[src/rtl/linear_mac.sv]
// Fully-connected layer MAC: streams IN_DIM feature/weight pairs per neuron into a 72-bit
// accumulator and emits one saturated Q8.24 result per neuron. Define LINEAR_MAC_RELU_EN to clamp negative results to zero.
module linear_mac #(
  parameter int IN_DIM  = 40,
  parameter int OUT_DIM = 10
) (
  input  logic        clk,
  input  logic        rst_n,
  input  logic        start,
  output logic [5:0]  feat_addr,
  input  logic [31:0] feat_data,
  output logic [8:0]  w_addr,
  input  logic [31:0] w_data,
  output logic [31:0] out_data,
  output logic [3:0]  out_idx,
  output logic        out_valid,
  input  logic        out_ready,
  output logic        busy,
  output logic        done,
  output logic [1:0]  dbg_state
);

  typedef enum logic [1:0] {IDLE = 2'd0, ISSUE = 2'd1, DRAIN = 2'd2, OUT = 2'd3} state_e;

  localparam logic [5:0] LAST_I = 6'(IN_DIM - 1);
  localparam logic [3:0] LAST_O = 4'(OUT_DIM - 1);
  localparam logic signed [71:0] SAT_MAX = 72'sd2147483647;
  localparam logic signed [71:0] SAT_MIN = -72'sd2147483648;

  state_e             state_q, state_d;
  logic [3:0]         o_q, o_d;
  logic [5:0]         feat_addr_q, feat_addr_d;
  logic [8:0]         w_addr_q, w_addr_d;
  logic [1:0]         drain_q, drain_d;
  logic               v1_q, v1_d, v2_q, v2_d, v3_q, v3_d;
  logic signed [31:0] fd_q, fd_d, wd_q, wd_d;
  logic signed [63:0] prod_q, prod_d;
  logic signed [71:0] acc_q, acc_d;
  logic [31:0]        out_data_q, out_data_d;
  logic [3:0]         out_idx_q, out_idx_d;
  logic               out_valid_q, out_valid_d;
  logic               busy_q, busy_d;
  logic               done_q, done_d;
  logic signed [71:0] acc_shr;
  logic [31:0]        result;

  // Truncating shift back to Q8.24, then clamp into the signed 32-bit range.
  always_comb begin
    acc_shr = acc_q >>> 24;
    if (acc_shr > SAT_MAX)      result = 32'h7FFF_FFFF;
    else if (acc_shr < SAT_MIN) result = 32'h8000_0000;
    else                        result = acc_shr[31:0];
`ifdef LINEAR_MAC_RELU_EN
    if (result[31]) result = 32'h0000_0000;
`else
    result = result;
`endif
  end

  // Result handshake: a result transfers on a cycle where out_valid && out_ready; out_valid never
  // drops and out_data/out_idx never change until that transfer has happened.
  always_comb begin
    state_d     = state_q;
    o_d         = o_q;
    feat_addr_d = feat_addr_q;
    w_addr_d    = w_addr_q;
    drain_d     = drain_q;
    out_data_d  = out_data_q;
    out_idx_d   = out_idx_q;
    out_valid_d = out_valid_q;
    done_d      = 1'b0;
    // Valid bits follow each issued address through data, product and accumulate stages.
    v1_d   = (state_q == ISSUE);
    v2_d   = v1_q;
    v3_d   = v2_q;
    fd_d   = v1_q ? feat_data : fd_q;
    wd_d   = v1_q ? w_data : wd_q;
    prod_d = fd_q * wd_q;
    acc_d  = v3_q ? acc_q + {{8{prod_q[63]}}, prod_q} : acc_q;
    case (state_q)
      IDLE: begin
        if (start) begin
          state_d     = ISSUE;
          o_d         = 4'd0;
          feat_addr_d = 6'd0;
          w_addr_d    = 9'd0;
          acc_d       = '0;
        end
      end
      ISSUE: begin
        if (feat_addr_q == LAST_I) begin
          state_d = DRAIN;
          drain_d = 2'd0;
        end else begin
          feat_addr_d = feat_addr_q + 6'd1;
          w_addr_d    = w_addr_q + 9'd1;
        end
      end
      DRAIN: begin
        if (drain_q == 2'd2) state_d = OUT;
        else                 drain_d = drain_q + 2'd1;
      end
      OUT: begin
        if (!out_valid_q) begin
          // First OUT cycle: the last product has just landed in the accumulator.
          out_valid_d = 1'b1;
          out_data_d  = result;
          out_idx_d   = o_q;
        end else if (out_ready) begin
          out_valid_d = 1'b0;
          acc_d       = '0;
          if (o_q == LAST_O) begin
            state_d = IDLE;
            done_d  = 1'b1;
          end else begin
            state_d     = ISSUE;
            o_d         = o_q + 4'd1;
            feat_addr_d = 6'd0;
            w_addr_d    = w_addr_q + 9'd1;
          end
        end
      end
      default: state_d = IDLE;
    endcase
    busy_d = (state_d != IDLE);
  end

  always_ff @(posedge clk or negedge rst_n) begin
    if (!rst_n) begin
      state_q     <= IDLE;
      o_q         <= '0;
      feat_addr_q <= '0;
      w_addr_q    <= '0;
      drain_q     <= '0;
      v1_q        <= 1'b0;
      v2_q        <= 1'b0;
      v3_q        <= 1'b0;
      fd_q        <= '0;
      wd_q        <= '0;
      prod_q      <= '0;
      acc_q       <= '0;
      out_data_q  <= '0;
      out_idx_q   <= '0;
      out_valid_q <= 1'b0;
      busy_q      <= 1'b0;
      done_q      <= 1'b0;
    end else begin
      state_q     <= state_d;
      o_q         <= o_d;
      feat_addr_q <= feat_addr_d;
      w_addr_q    <= w_addr_d;
      drain_q     <= drain_d;
      v1_q        <= v1_d;
      v2_q        <= v2_d;
      v3_q        <= v3_d;
      fd_q        <= fd_d;
      wd_q        <= wd_d;
      prod_q      <= prod_d;
      acc_q       <= acc_d;
      out_data_q  <= out_data_d;
      out_idx_q   <= out_idx_d;
      out_valid_q <= out_valid_d;
      busy_q      <= busy_d;
      done_q      <= done_d;
    end
  end

  assign feat_addr = feat_addr_q;
  assign w_addr    = w_addr_q;
  assign out_data  = out_data_q;
  assign out_idx   = out_idx_q;
  assign out_valid = out_valid_q;
  assign busy      = busy_q;
  assign done      = done_q;
  assign dbg_state = state_q;

endmodule

[config.mk]
export PLATFORM = sky130hd
export DESIGN_NAME = linear_mac
export DESIGN_NICKNAME = d
export VERILOG_FILES = /design/src/rtl/linear_mac.sv
export SDC_FILE = /design/constraint.sdc
export NUM_CORES = 2
export LEC_CHECK = 0
export CORE_MARGIN = 1.5
export CORE_UTILIZATION = 63
export CTS_CLUSTER_DIAMETER = 60
export DETAILED_ROUTE_END_ITERATION = 10
export PLACE_DENSITY = 0.81
export SLEW_MARGIN = 10
export SYNTH_ARGS = -nofsm -noshare
export SYNTH_HDL_FRONTEND = slang
export SYNTH_SLANG_ARGS = --single-unit
[constraint.sdc]
create_clock -name clk -period 9.8 [get_ports clk]
set_input_delay 0.98 -clock clk [delete_from_list [all_inputs] [get_ports clk]]
set_output_delay 0.98 -clock clk [all_outputs]
set_load 0.05 [all_outputs]
### Word-level counts from Yosys, hierarchy flattened

Index checks and enable logic that the tools add are counted.

| cells by class | value |
|---|---|
| $add $sub $neg | 5 |
| multipliers | 1 |
| order comparisons | 2 |
| equality and inequality tests | 13 |
| mux-type cells | 40 |
| bitwise logic cells | 1 |
| reductions and logical operators | 9 |

Operators by type and width:

| operator | count |
|---|---|
| $mux W72 | 4 |
| $pmux W72 S2 | 1 |
| $add A72 B72 Y72 | 1 |
| $mul A32 B32 Y64 | 1 |
| $mux W32 | 2 |
| $gt A48 B32 Y1 const B | 1 |
| $lt A48 B32 Y1 const B | 1 |
| $mux W9 | 5 |
| $mux W6 | 5 |
| $pmux W9 S3 | 1 |
| $pmux W6 S3 | 1 |
| $mux W4 | 4 |
| $mux W2 | 7 |
| $ne A2 B2 Y1 const B | 6 |
| $add A9 B1 Y9 const B | 1 |
| $pmux W2 S4 | 1 |
| $pmux W4 S2 | 1 |
| $mux W1 | 7 |
| $add A6 B1 Y6 const B | 1 |
| $eq A2 B2 Y1 const B | 3 |
| $eq A6 B6 Y1 const B | 1 |
| $reduce_and A6 Y1 | 1 |
| $reduce_bool A2 Y1 | 3 |
| $reduce_and A5 Y1 | 1 |
| other kinds (11) | 11 |

| word-level totals | value |
|---|---|
| bits in registers | 265 |
| output and inout port bits | 56 |
| logic and storage cells | 88 |

### Depth between registers and ports, before layout

| logic depth | value |
|---|---|
| depth after elaboration | 6 |
| gate-level depth with buffers | 29 |
| mapped depth without buffers | 27 |

### Worst setup path after synthesis

OpenSTA, ideal clock, no wires.

| timing path | value |
|---|---|
| path kind | register to register |
| from | register fd_q[31] |
| to | register prod_q[62] |
| setup time | 0.080 ns |
| arrival time | 7.598 ns |
| setup slack | 2.122 ns |
| cell stages (with the launch flop) | 29 |
| buffers on the path | 1 |
| clock period less this slack | 7.678 ns |
| path through | dfrtp_1 > clkbuf_1 > nand2_1 > inv_1 > fa_1 > inv_1 > fa_1 > inv_1 > fa_1 > fa_1 > inv_1 > fa_1 > inv_1 > fa_1 > inv_1 > fa_1 > inv_1 > fa_1 > ha_1 > a21oi_1 > nor2b_1 > o21ai_0 > or2b_1 > a21o_1 > a21o_1 > a21oi_1 > nor2b_1 > a311oi_1 > xnor2_1 |

| between the ends | value |
|---|---|
| word-level cells in the longest chain between the ends | 1 |

Ends and longest elaborated chain:

| element | line | source |
|---|---|---|
| from (decl) | 36 | `logic signed [31:0] fd_q, fd_d, wd_q, wd_d;` |
| from (signal assigned) | 138 | `fd_q <= '0;` |
| from (signal assigned) | 156 | `fd_q <= fd_d;` |
| $mul A32 B32 Y64 | 78 | `prod_d = fd_q * wd_q;` |
| net prod_d[62] | 37 | `logic signed [63:0] prod_q, prod_d;` |
| to (signal assigned) | 158 | `prod_q <= prod_d;` |
| to (decl) | 37 |  |

The timed path passes the listed nets, and every way through them passes these cells.
A chain may end at the register's enable or synchronous reset.

### Worst setup path in the final report

| timing path | value |
|---|---|
| from | register wd_q[11] |
| to | register prod_q[63] |

| between the ends | value |
|---|---|
| word-level cells in the longest chain between the ends | 1 |

Ends and longest elaborated chain:

| element | line | source |
|---|---|---|
| from (decl) | 36 |  |
| from (signal assigned) | 157 | `wd_q <= wd_d;` |
| $mul A32 B32 Y64 | 78 |  |
| net prod_d[63] | 37 |  |

The timed path passes the listed nets, and every way through them passes these cells.

==> reports/results.txt <==
Port buffer count: 123. 124 I/O pins were placed. The worst min-delay path endpoint is v3_q. After clock tree synthesis, the clock-pin slew on the worst setup and hold paths is 60 ps.

The clock net sink count is 265. The die is 285 um tall. The tools report the number of buffers inserted during clock tree synthesis as 41. Among all flip-flop cells after synthesis, the most frequent one is sky130_fd_sc_hd__dfrtp_1. The worst hold-check path type was reg2reg.

The fraction of the mapped netlist area in compound gates is 0.0734. Setup violations remaining at the end of the flow were counted as 0. Across the routed clock network, the largest skew measured is 47.3 ps. The first global-routing pass estimated 211000 um of wire. The share of cell area taken by muxes after synthesis is 0.0250, and the first-pass detailed-route iteration total is 6.

Static timing analysis puts the maximum clock frequency at 0.115 GHz. Yosys mapped a number of flops with a built-in enable equal to 0. Number of global-route vias before repair: 39584. The xor and xnor area share after synthesis works out to 0.0234. Entering global routing, the biggest net connects 144 pins. The worst path in the final design needs a cycle of 8670 ps, including I/O delays and setup.

In this run, post-CTS repair resized a total of 0 instances. The number of antenna violations at the first check in global routing came out at 1. TritonCTS built the clock tree. Cell with the biggest individual delay on the critical path: sky130_fd_sc_hd__dfrtp_1. The global-route usage over all layers was 0.328; the final clock period utilization by the worst path was 0.884. For the total setup buffers inserted after CTS, the log shows 0. The count of H-tree levels built during CTS was 2; the worst stage delay on the critical path was 1080 ps. Final layout net count: 6642. Global routing finished with a remaining overflow of 0.

STA classifies the critical path endpoint as a flop. Summing over every cut layer, the via total after detailed routing is 36509. The fraction of the mapped netlist area in simple logic gates is 0.153. For this block, the initial DRC count from the detailed router was 2901. The start of the worst register-to-register path is wd_q[11]. After synthesis, the mean cell area works out to 9.57 sq um.

The maximum clock path buffer count was 3; the worst slew margin relative to its limit was 0.175. The final layout contains routed wiring with a total length of 127000 um. The required time at the endpoint of the critical path was 10260 ps; the post-synthesis adder-cell area fraction was 0.497. The top fanout value on the critical path works out to 33. Setup repair after global routing left no endpoint under its margin. The number of cells on the worst reg-to-reg path is 24.

The gate count after technology mapping was 5251; the number of max-slew violations in the final report was 0. After detailed routing, the number of vias per cell comes to 5.78. The logs give 0.636 for the effective utilization at floorplan and 0 for the synthesis warning total.

The library cells used most frequently in the layout, excluding fill and tap cells, are 1083 x sky130_fd_sc_hd__fa_1, 1011 x sky130_fd_sc_hd__inv_1, 618 x sky130_fd_sc_hd__nand2_1. Dividing the detail-routed wire length by the instance count gives 20.2 um. The total core area came out at 79000 sq um. The floorplan has 103 rows.

The run gives 6666 as the post-synthesis net count. The logs give 9130 ps for the data arrival time of the worst path and 0 for the number of max-cap violations. The final hold violation count came out at 0. The worst setup path is launched from a flop. Counting instances, the worst hold path has a depth of 0.

The share of layout cells above drive strength 1 was 0.0513; the worst-skew pair later-pin latency was 600 ps. The run gives 0 as the number of hold buffers added after CTS. The library cell used most frequently in the layout, excluding fill and tap cells, is sky130_fd_sc_hd__fa_1. Synthesis inferred 265 register bits.

Counting both buffers and inverters, the worst setup path holds a total of 5. The count of cell instances traversed by the critical path is 24. For flop-to-flop paths, the worst setup slack is 1130 ps.

At the end of routability-driven placement, the weighted congestion stood at 0.931. By area, the combinational part of the netlist is dominated by adder cells. Broken down by cell family, the worst path's largest delay share belongs to adder cells. The worst register-to-register path ends at prod_q[63].

The tools report the final antenna-violating net count as 0. The worst hold path begins at v2_q. Most frequent cell on the critical path: sky130_fd_sc_hd__fa_1. The run finished with clean final reports.

Share of synthesized registers carrying an async set or reset: 1.00. The HPWL after detailed placement was 103000 um; the DRC violation count after routing was 0. The filler cells instantiated in the layout total 5937. The cell at the root of the clock tree was sky130_fd_sc_hd__clkbuf_16. The tools report the die outline area as 81500 sq um. In this run the horizontal extent of the chip is 285 um. For the sequential share of the synthesized area, the log shows 0.132. The worst setup path is of the reg2reg kind. Synthesis instantiated 91 different standard cells from the library. The logs give 50200 sq um for the cell area after synthesis and 0 ps for the setup TNS. The signal on the critical path passes through nand2_1 > inv_1 > fa_1 > inv_1 > fa_1 > fa_1 > fa_1 > inv_1 > fa_1 > fa_1 > fa_1 > inv_1 > fa_1 > inv_1 > ha_1 > and3_1 > nand4_1 > or4_1 > a211oi_1 > o21bai_1 > nor4b_2 > o31ai_1 > a21oi_1 > xnor2_1. Relative to the synthesized area, the layout overhead comes to 7.13%. For the pin with the worst max-slew slack, the measured transition is 1240 ps.
[logic make-up after synthesis]
logic type / Yosys count
buffers and inverters: 1283
AO/OA/AOI/OAI: 552
XOR/XNOR: 134
adder cells (fa/ha/maj): 1347
flip-flops: 265
AND/OR/NAND/NOR: 1553
multiplexers: 117
[metal layers]
| metal | up-vias | part of all wire | routed length, um | global-route usage |
|---|---|---|---|---|
| met5 | - | 0.00010 | 13 | 0 |
| met4 | 2 | 0.028 | 3600 | 0.0922 |
| met3 | 286 | 0.11 | 13500 | 0.0881 |
| met2 | 1681 | 0.45 | 57900 | 0.509 |
| met1 | 18614 | 0.41 | 52300 | 0.460 |
| li1 | 15926 | - | - | - |
[synth_stat cells (all sizes together), types with 29 or more instances]
| master | count | share of area |
|---|---|---|
| xnor2 | 82 | 0.014 |
| fa | 1083 | 0.43 |
| ha | 264 | 0.066 |
| nand2 | 620 | 0.046 |
| and2 | 525 | 0.065 |
| mux2i | 47 | 0.0094 |
| nor2 | 185 | 0.014 |
| inv | 1011 | 0.076 |
| nand3 | 37 | 0.0037 |
| nor3 | 29 | 0.0029 |
| dfrtp | 265 | 0.13 |
| a21oi | 182 | 0.018 |
| clkbuf | 259 | 0.019 |
| xor2 | 52 | 0.0091 |
| mux2 | 70 | 0.016 |
| nor2b | 39 | 0.0049 |
| nand4 | 45 | 0.0056 |
| o21ai | 112 | 0.011 |
| a21o | 76 | 0.011 |
[worst max-delay path by stage]
stage | from | to | slack, ps
6_report | wd_q[11] | prod_q[63] | 1130
5_1_grt | wd_q[11] | prod_q[61] | 760
4_1_cts | wd_q[11] | prod_q[61] | 1180
3_5_place_dp | fd_q[28] | prod_q[61] | 1190
3_3_place_gp | fd_q[28] | prod_q[63] | 1390
2_1_floorplan | fd_q[31] | prod_q[62] | 2120
[registers in the layout (all words and copies together) (netlist names), 2 cells and up]
| register | cells |
|---|---|
| acc_q | 72 |
| dbg_state | 2 |
| drain_q | 2 |
| fd_q | 32 |
| feat_addr | 6 |
| o_q | 4 |
| out_data | 32 |
| out_idx | 4 |
| prod_q | 64 |
| w_addr | 9 |
| wd_q | 32 |
[metrics by stage]
step / setup WS [ps] / hold WS (ps) / cell area, sq um / util / cells
floorplan: 2120 / 331 / 50200 / - / 5251
global placement: 1390 / 333 / 52400 / 0.664 / 6234
detailed placement: 1190 / 335 / 52400 / 0.664 / 6234
CTS: 1180 / 348 / 53800 / 0.681 / 6310
global route: 759 / 360 / 53800 / 0.681 / 6310
finish: 1130 / 346 / 53800 / 0.681 / 6311
[layout make-up]
class	count	area (sq um)	share of cell area
antenna	1	2.50	0.0000465
inverter	1012	3800	0.0706
multi-input combinational	3703	38800	0.721
timing repair buffer	204	1860	0.0345
sequential	265	6640	0.123
clock inverter	26	298	0.00553
tap	1050	1310	0.0244
clock buffer	50	1110	0.0206
Power is left out: the tool's default activity adds up to more than one toggle a clock period on the data nets, which glitch-free logic cannot reach.
